## src/rtl/pipe_ctrl_unit.sv

```systemverilog
// ---------------------------------------------------------------------------
// pipe_ctrl_unit
// Registered control path for a 5-stage RISC-V pipeline.
//   - The ID stage decodes op/func3/func7 for lw, sw, R, B, I, jal, jalr and lui.
//   - The decoded controls travel through the ID/EX, EX/MEM and MEM/WB
//     control registers.
//   - stall or flush loads a bubble (all controls 0) into ID/EX.
//   - A halt token drains the pipeline before the sticky done flag asserts.
//
// Configuration macro:
//   MUL_EXT_EN  When defined, R-type func7=0000001 func3=000 decodes as
//               mul (aluControl 110). When undefined, that encoding decodes
//               as add.
//
// Parameters:
//   HALT_OP      opcode treated as a halt
//   STRICT_HALT  1: only HALT_OP halts; 0: any unknown nonzero opcode halts
//   DONE_DELAY   extra cycles (0..15) after the token leaves WB before done
//
// Ports:
//   clk, rst                        rising-edge clock, async active-high reset
//   op_D, func3_D, func7_D          instruction fields in ID
//   stall, flush                    bubble requests for ID/EX
//   immSrc_D                        immediate select (combinational, ID)
//   aluControl_E, aluSrc_E          ALU controls in EX
//   beq_E, bne_E, blt_E, bge_E      branch type in EX
//   jmp_E, jalrSel_E                jump controls in EX
//   resultSrc_E, regWrite_E         exported for hazard detection/forwarding
//   memWrite_M, regWrite_M,
//   resultSrc_M                     MEM stage controls
//   regWrite_W, resultSrc_W         WB stage controls
//   done                            sticky halt-complete flag
// ---------------------------------------------------------------------------
module pipe_ctrl_unit #(
    parameter logic [6:0] HALT_OP     = 7'b1111111,
    parameter bit          STRICT_HALT = 1'b0,
    parameter int          DONE_DELAY  = 0
) (
    input  logic       clk,
    input  logic       rst,
    input  logic [6:0] op_D,
    input  logic [2:0] func3_D,
    input  logic [6:0] func7_D,
    input  logic       stall,
    input  logic       flush,
    output logic [2:0] immSrc_D,
    output logic [2:0] aluControl_E,
    output logic       aluSrc_E,
    output logic       beq_E,
    output logic       bne_E,
    output logic       blt_E,
    output logic       bge_E,
    output logic       jmp_E,
    output logic       jalrSel_E,
    output logic [1:0] resultSrc_E,
    output logic       regWrite_E,
    output logic       memWrite_M,
    output logic       regWrite_M,
    output logic [1:0] resultSrc_M,
    output logic       regWrite_W,
    output logic [1:0] resultSrc_W,
    output logic       done
);

    localparam logic [6:0] OP_LW   = 7'b0000011;
    localparam logic [6:0] OP_SW   = 7'b0100011;
    localparam logic [6:0] OP_R    = 7'b0110011;
    localparam logic [6:0] OP_B    = 7'b1100011;
    localparam logic [6:0] OP_I    = 7'b0010011;
    localparam logic [6:0] OP_JAL  = 7'b1101111;
    localparam logic [6:0] OP_JALR = 7'b1100111;
    localparam logic [6:0] OP_LUI  = 7'b0110111;

    localparam logic [3:0] DELAY_CNT = 4'(DONE_DELAY);

    typedef struct packed {
        logic       reg_write;
        logic [1:0] result_src;
        logic       mem_write;
        logic       jmp;
        logic       jalr_sel;
        logic       beq;
        logic       bne;
        logic       blt;
        logic       bge;
        logic [2:0] alu_control;
        logic       alu_src;
        logic       halt;
    } ctrl_t;

    typedef enum logic [1:0] {
        ST_RUN,
        ST_DRAIN,
        ST_DONE
    } state_t;

    state_t     state;
    ctrl_t      ctrl_D;
    ctrl_t      ctrl_E;
    logic [2:0] imm_src;
    logic       load_bubble;
    logic       mem_write_m;
    logic       reg_write_m;
    logic [1:0] result_src_m;
    logic       halt_M;
    logic       reg_write_w;
    logic [1:0] result_src_w;
    logic       halt_W;
    logic [3:0] delay_cnt;
    logic       waiting;

    // Shared func3 ALU map for R and I classes. Only R-type can select sub
    // (or mul); an I-type func3=000 is always addi regardless of func7.
    function automatic logic [2:0] alu_map(input logic [2:0] f3,
                                           input logic       r_type,
                                           input logic [6:0] f7);
        logic [2:0] code;
        case (f3)
            3'b000: begin
                code = 3'b000;
                if (r_type && f7 == 7'b0100000)
                    code = 3'b001;
`ifdef MUL_EXT_EN
                if (r_type && f7 == 7'b0000001)
                    code = 3'b110;
`endif
            end
            3'b010:  code = 3'b101;
            3'b100:  code = 3'b111;
            3'b110:  code = 3'b011;
            3'b111:  code = 3'b010;
            default: code = 3'b000;
        endcase
        return code;
    endfunction

    // ID decode. The halt token carries only the halt bit, never any
    // write enable, so it cannot disturb architectural state as it drains.
    always_comb begin
        ctrl_D  = '0;
        imm_src = 3'b000;
        if (op_D == HALT_OP && op_D != 7'd0) begin
            ctrl_D.halt = 1'b1;
        end else begin
            case (op_D)
                7'b0000000: begin
                end
                OP_LW: begin
                    ctrl_D.reg_write  = 1'b1;
                    ctrl_D.result_src = 2'b01;
                    ctrl_D.alu_src    = 1'b1;
                end
                OP_SW: begin
                    ctrl_D.mem_write = 1'b1;
                    ctrl_D.alu_src   = 1'b1;
                    imm_src          = 3'b001;
                end
                OP_R: begin
                    ctrl_D.reg_write   = 1'b1;
                    ctrl_D.alu_control = alu_map(func3_D, 1'b1, func7_D);
                end
                OP_I: begin
                    ctrl_D.reg_write   = 1'b1;
                    ctrl_D.alu_src     = 1'b1;
                    ctrl_D.alu_control = alu_map(func3_D, 1'b0, func7_D);
                end
                OP_B: begin
                    ctrl_D.alu_control = 3'b001;
                    imm_src            = 3'b010;
                    ctrl_D.beq         = (func3_D == 3'b000);
                    ctrl_D.bne         = (func3_D == 3'b001);
                    ctrl_D.blt         = (func3_D == 3'b100);
                    ctrl_D.bge         = (func3_D == 3'b101);
                end
                OP_JAL: begin
                    ctrl_D.reg_write  = 1'b1;
                    ctrl_D.result_src = 2'b10;
                    ctrl_D.jmp        = 1'b1;
                    imm_src           = 3'b011;
                end
                OP_JALR: begin
                    ctrl_D.reg_write  = 1'b1;
                    ctrl_D.result_src = 2'b10;
                    ctrl_D.jmp        = 1'b1;
                    ctrl_D.jalr_sel   = 1'b1;
                    ctrl_D.alu_src    = 1'b1;
                end
                OP_LUI: begin
                    ctrl_D.reg_write   = 1'b1;
                    ctrl_D.alu_src     = 1'b1;
                    ctrl_D.alu_control = 3'b100;
                    imm_src            = 3'b100;
                end
                default: begin
                    ctrl_D.halt = !STRICT_HALT;
                end
            endcase
        end
    end

    // Once a halt has been accepted, nothing younger may enter EX.
    assign load_bubble = stall | flush | (state != ST_RUN);

    // Stage control registers; EX/MEM and MEM/WB always advance.
    always_ff @(posedge clk or posedge rst) begin
        if (rst) begin
            ctrl_E       <= '0;
            mem_write_m  <= 1'b0;
            reg_write_m  <= 1'b0;
            result_src_m <= 2'b00;
            halt_M       <= 1'b0;
            reg_write_w  <= 1'b0;
            result_src_w <= 2'b00;
            halt_W       <= 1'b0;
        end else begin
            ctrl_E       <= load_bubble ? '0 : ctrl_D;
            mem_write_m  <= ctrl_E.mem_write;
            reg_write_m  <= ctrl_E.reg_write;
            result_src_m <= ctrl_E.result_src;
            halt_M       <= ctrl_E.halt;
            reg_write_w  <= reg_write_m;
            result_src_w <= result_src_m;
            halt_W       <= halt_M;
        end
    end

    // Halt sequencing. The edge that sees the token in MEM/WB is the edge it
    // leaves; from there the delay counter runs until it matches DONE_DELAY.
    // 'waiting' keeps the count going after the one-cycle token is gone.
    always_ff @(posedge clk or posedge rst) begin
        if (rst) begin
            state     <= ST_RUN;
            delay_cnt <= 4'd0;
            waiting   <= 1'b0;
            done      <= 1'b0;
        end else begin
            case (state)
                ST_RUN: begin
                    if (ctrl_D.halt && !stall && !flush)
                        state <= ST_DRAIN;
                end
                ST_DRAIN: begin
                    if (halt_W || waiting) begin
                        if (delay_cnt == DELAY_CNT) begin
                            state   <= ST_DONE;
                            done    <= 1'b1;
                            waiting <= 1'b0;
                        end else begin
                            delay_cnt <= delay_cnt + 4'd1;
                            waiting   <= 1'b1;
                        end
                    end
                end
                ST_DONE: begin
                    done <= 1'b1;
                end
                default: begin
                    state <= ST_RUN;
                end
            endcase
        end
    end

    assign immSrc_D     = imm_src;
    assign aluControl_E = ctrl_E.alu_control;
    assign aluSrc_E     = ctrl_E.alu_src;
    assign beq_E        = ctrl_E.beq;
    assign bne_E        = ctrl_E.bne;
    assign blt_E        = ctrl_E.blt;
    assign bge_E        = ctrl_E.bge;
    assign jmp_E        = ctrl_E.jmp;
    assign jalrSel_E    = ctrl_E.jalr_sel;
    assign resultSrc_E  = ctrl_E.result_src;
    assign regWrite_E   = ctrl_E.reg_write;
    assign memWrite_M   = mem_write_m;
    assign regWrite_M   = reg_write_m;
    assign resultSrc_M  = result_src_m;
    assign regWrite_W   = reg_write_w;
    assign resultSrc_W  = result_src_w;

endmodule

```

## config.mk

```make
export PLATFORM = sky130hd
export DESIGN_NAME = pipe_ctrl_unit
export DESIGN_NICKNAME = d
export VERILOG_FILES = /design/src/rtl/pipe_ctrl_unit.sv
export SDC_FILE = /design/constraint.sdc
export NUM_CORES = 1
export LEC_CHECK = 0
export CAP_MARGIN = 20
export CORE_UTILIZATION = 42
export CTS_BUF_LIST = sky130_fd_sc_hd__clkbuf_8
export CTS_CLUSTER_DIAMETER = 200
export DETAILED_ROUTE_END_ITERATION = 8
export PLACE_DENSITY = 0.83
export SKIP_LAST_GASP = 1
export SYNTH_ARGS = -nofsm -noshare
export SYNTH_HDL_FRONTEND = slang
export SYNTH_SLANG_ARGS = --single-unit
```

## constraint.sdc

```tcl
create_clock -name clk -period 2.3 [get_ports clk]
set_clock_uncertainty 0.15 [all_clocks]
set_input_delay 0.345 -clock clk [delete_from_list [all_inputs] [get_ports clk]]
set_output_delay 0.345 -clock clk [all_outputs]
set_load 0.1 [all_outputs]
```

==> flow_summary.json <==
{
  "start_kind": "input port",
  "hold_viol_final": 0,
  "vias_per_cell": 4.96,
  "grt_pass1_vias": 1000,
  "status": "complete, no violations",
  "timing.max_cap.violations": 0,
  "area_growth_pct": 45.2,
  "fp-row-count": 20,
  "finalCriticalPeriod_ps": 2240,
  "p_leak_nw": 0.908,
  "tightest_slew_ps": 471,
  "synth_area_um2": 1360,
  "reg2reg_to": "beq_E",
  "cts_hold_buf": 0,
  "drt-met1-wl_mm": 1.10,
  "vdd_drop_max_mv": 0.292,
  "synth_edf_count": 0,
  "holdWs_ps": 200,
  "p_per_area_nw_per_um2": 627,
  "rsz0062_at_grt": "false",
  "cp_data_required_time_ps": 2350,
  "yosys-top-cells-area": "dfrtp_1 (59%), nor4_1 (3.2%), xnor2_1 (3.2%)",
  "port_buffers": 44,
  "cts-root-buf": "clkbuf_8",
  "netlist_instances": 125,
  "hold_path_end": "halt_W",
  "route.met3.wl_um": 186,
  "avgSynthCellArea_um2": 10.9,
  "worst_path_most_repeated_cell": "or4_4",
  "timing.final.crit_share_pct": 97.2,
  "path_clk_slew_ps": 60,
  "cts_tree": "yes",
  "synth_warnings": 0,
  "final_util_pct": 64.5,
  "drtAntennaViolNets": 0,
  "numCtsBuffers": 5,
  "hold_depth": 0,
  "antenna_found_initial": 0,
  "drive_above_1_share_pct": 27.8,
  "grt.total_usage_pct": 17.1,
  "drt_iter0_drc": 44,
  "top_layer_used": "met4",
  "synth_seq_cells": 32,
  "htreeDepth": 2,
  "cts_buffer_depth": 2,
  "n_antenna_cell": 0,
  "io_pins": 45,
  "ys_types": 35,
  "grt_max_degree": 33,
  "yosysTopAreaCellShare_pct": 59.0,
  "vias": 1092,
  "routed_wl_mm": 2.67,
  "min_from": "halt_M",
  "die_h_um": 58.8,
  "finalWeightedCongestion": 0.796,
  "slew_viol_final": 0,
  "fin_tns_setup_ps": 0,
  "fmax_mhz": 447,
  "setup_viol": 0,
  "gr-total-overflow": 0,
  "drc": 0,
  "initial_core_util_pct": 44.4,
  "fin_nets": 198,
  "worstPathArrival_ps": 2280,
  "reg2reg_slack_ps": 100,
  "wl_met2_mm": 1.32,
  "synthesis.nets": 148,
  "crit_type": "input port to flop",
  "synth_ff_type": "dfrtp_1",
  "reg2regPathDepth": 4,
  "fp.dieW_um": 58.8,
  "wl_per_cell_um": 12.2,
  "synth_seq_area_share_pct": 59.0,
  "cts_sinks": 32,
  "crit_slowest_cell": "or4_4",
  "yosysTopAreaCell": "dfrtp_1",
  "relSlewSlack_pct": 68.2,
  "core_area_um2": 3050,
  "path_cells": "clkdlybuf4s50_1 -> or4_4 -> or4_4 -> or3_1 -> nor3_2",
  "clk_latency_ps": 280,
  "async_flop_share_pct": 100,
  "grt_pass1_wl_mm": 4.30,
  "r2r_start": "state[1]",
  "dieArea_um2": 3460,
  "crit_start": "flush",
  "critPathMaxFanout": 3,
  "firstDrtPassIters": 5,
  "cp-end-kind": "flop",
  "dp_hpwl_mm": 2.06,
  "crit_path_max_incr_delay_ps": 510,
  "worstHoldPathType": "flop to flop"
}
==> sequential cells by signal, summed over array words and instances (netlist names) <==
name,cells
done,1
resultSrc_W,2
jalrSel_E,1
waiting,1
regWrite_M,1
beq_E,1
regWrite_W,1
state,2
resultSrc_E,2
delay_cnt,4
halt_M,1
halt_W,1
aluSrc_E,1
ctrl_E,2
aluControl_E,3
bge_E,1
bne_E,1
resultSrc_M,2
jmp_E,1
memWrite_M,1
regWrite_E,1
blt_E,1
==> synth_stat cells, types with 2 or more instances <==
library cell and count:
o21ai_0 3, nand3_1 5, a31oi_1 3, clkbuf_1 4
or4_1 2, nor3_1 8, nor2_1 9, ha_1 2
buf_4 5, nand2_1 4, nor4_1 7, a21oi_1 2
inv_1 5, nor2b_1 2, xnor2_1 5, nand4_1 2
nand2b_1 3, dfrtp_1 32, nor3b_1 2, or3_1 5
==> timing repair <==
item / in CTS / in global routing
resized for setup: 2 / 1
buffers inserted: 0 / 0
cloned: 0 / 0
setup endpoints to repair: 1 / 2
==> area by class of cell <==
type | count | area (um^2)
inverter | 5 | 18.8
clock buffer | 6 | 82.6
clock inverter | 2 | 10.0
sequential | 32 | 801
multi-input combinational | 76 | 502
timing repair buffer | 55 | 500
tap | 44 | 55.1
fill | 249 | 1080
==> critical path: cells and delay by family <==
kind	cells	cell delay [ps]
simple gates	4	1530
buf+inv	1	400
==> worst max path at each step <==
stage            end  slack [ps]
2_1_floorplan  beq_E          -5
3_3_place_gp   beq_E        -230
3_5_place_dp   beq_E        -280
4_1_cts        beq_E          30
5_1_grt        blt_E          20
6_report       beq_E          60
==> cell usage in the layout, fill, tap and decap left out, types with 2 or more instances in the layout <==
master,count
nand4_1,2
ha_1,2
buf_4,32
inv_1,5
or4_4,2
a21oi_1,2
buf_12,3
or3_1,5
nor3b_1,2
nand3_1,5
clkinv_2,2
nor2_1,9
a31oi_1,3
nand2_1,4
clkdlybuf4s50_1,20
nand2b_1,3
clkbuf_8,6
nor2b_1,2
dfrtp_1,32
xnor2_1,5
nor3_1,7
nor4_1,6
o21ai_0,3
==> metal layers <==
metal,track usage [%],vias up
met3,4.84,6
met4,9.86,0
met2,29.4,46
met5,0,-
met1,19.0,507
li1,-,533
==> cell families (layout without fill, tap and decap cells) <==
group | Yosys count | after routing | synth area share, %
AND/OR/NAND/NOR | 55 | 55 | 22.8
flip-flops | 32 | 32 | 59.0
buffers and inverters | 17 | 68 | 6.27
AO/OA/AOI/OAI | 13 | 13 | 6.18
XOR/XNOR | 6 | 6 | 3.87
adder cells (fa/ha/maj) | 2 | 2 | 1.84
==> per-stage QoR <==
step                      setup WS [ps]  power [mW]  cell area, um^2  std cells
after global placement             -233       0.806             1860        212
after CTS                          25.8        1.24             1970        220
after detailed placement           -285       0.813             1860        212
after global routing               19.9        1.29             1970        220
after floorplan                   -4.72       0.731             1380        125
final                              65.0        1.23             1970        220
==> where the power goes <==
group | switching (mW) | internal, mW | leakage [nW]
sequential | 0.0149 | 0.593 | 0.438
clock | 0.189 | 0.238 | 0.0510
combinational | 0.112 | 0.0871 | 0.419
Note: power is estimated with default switching activity, not from simulation.
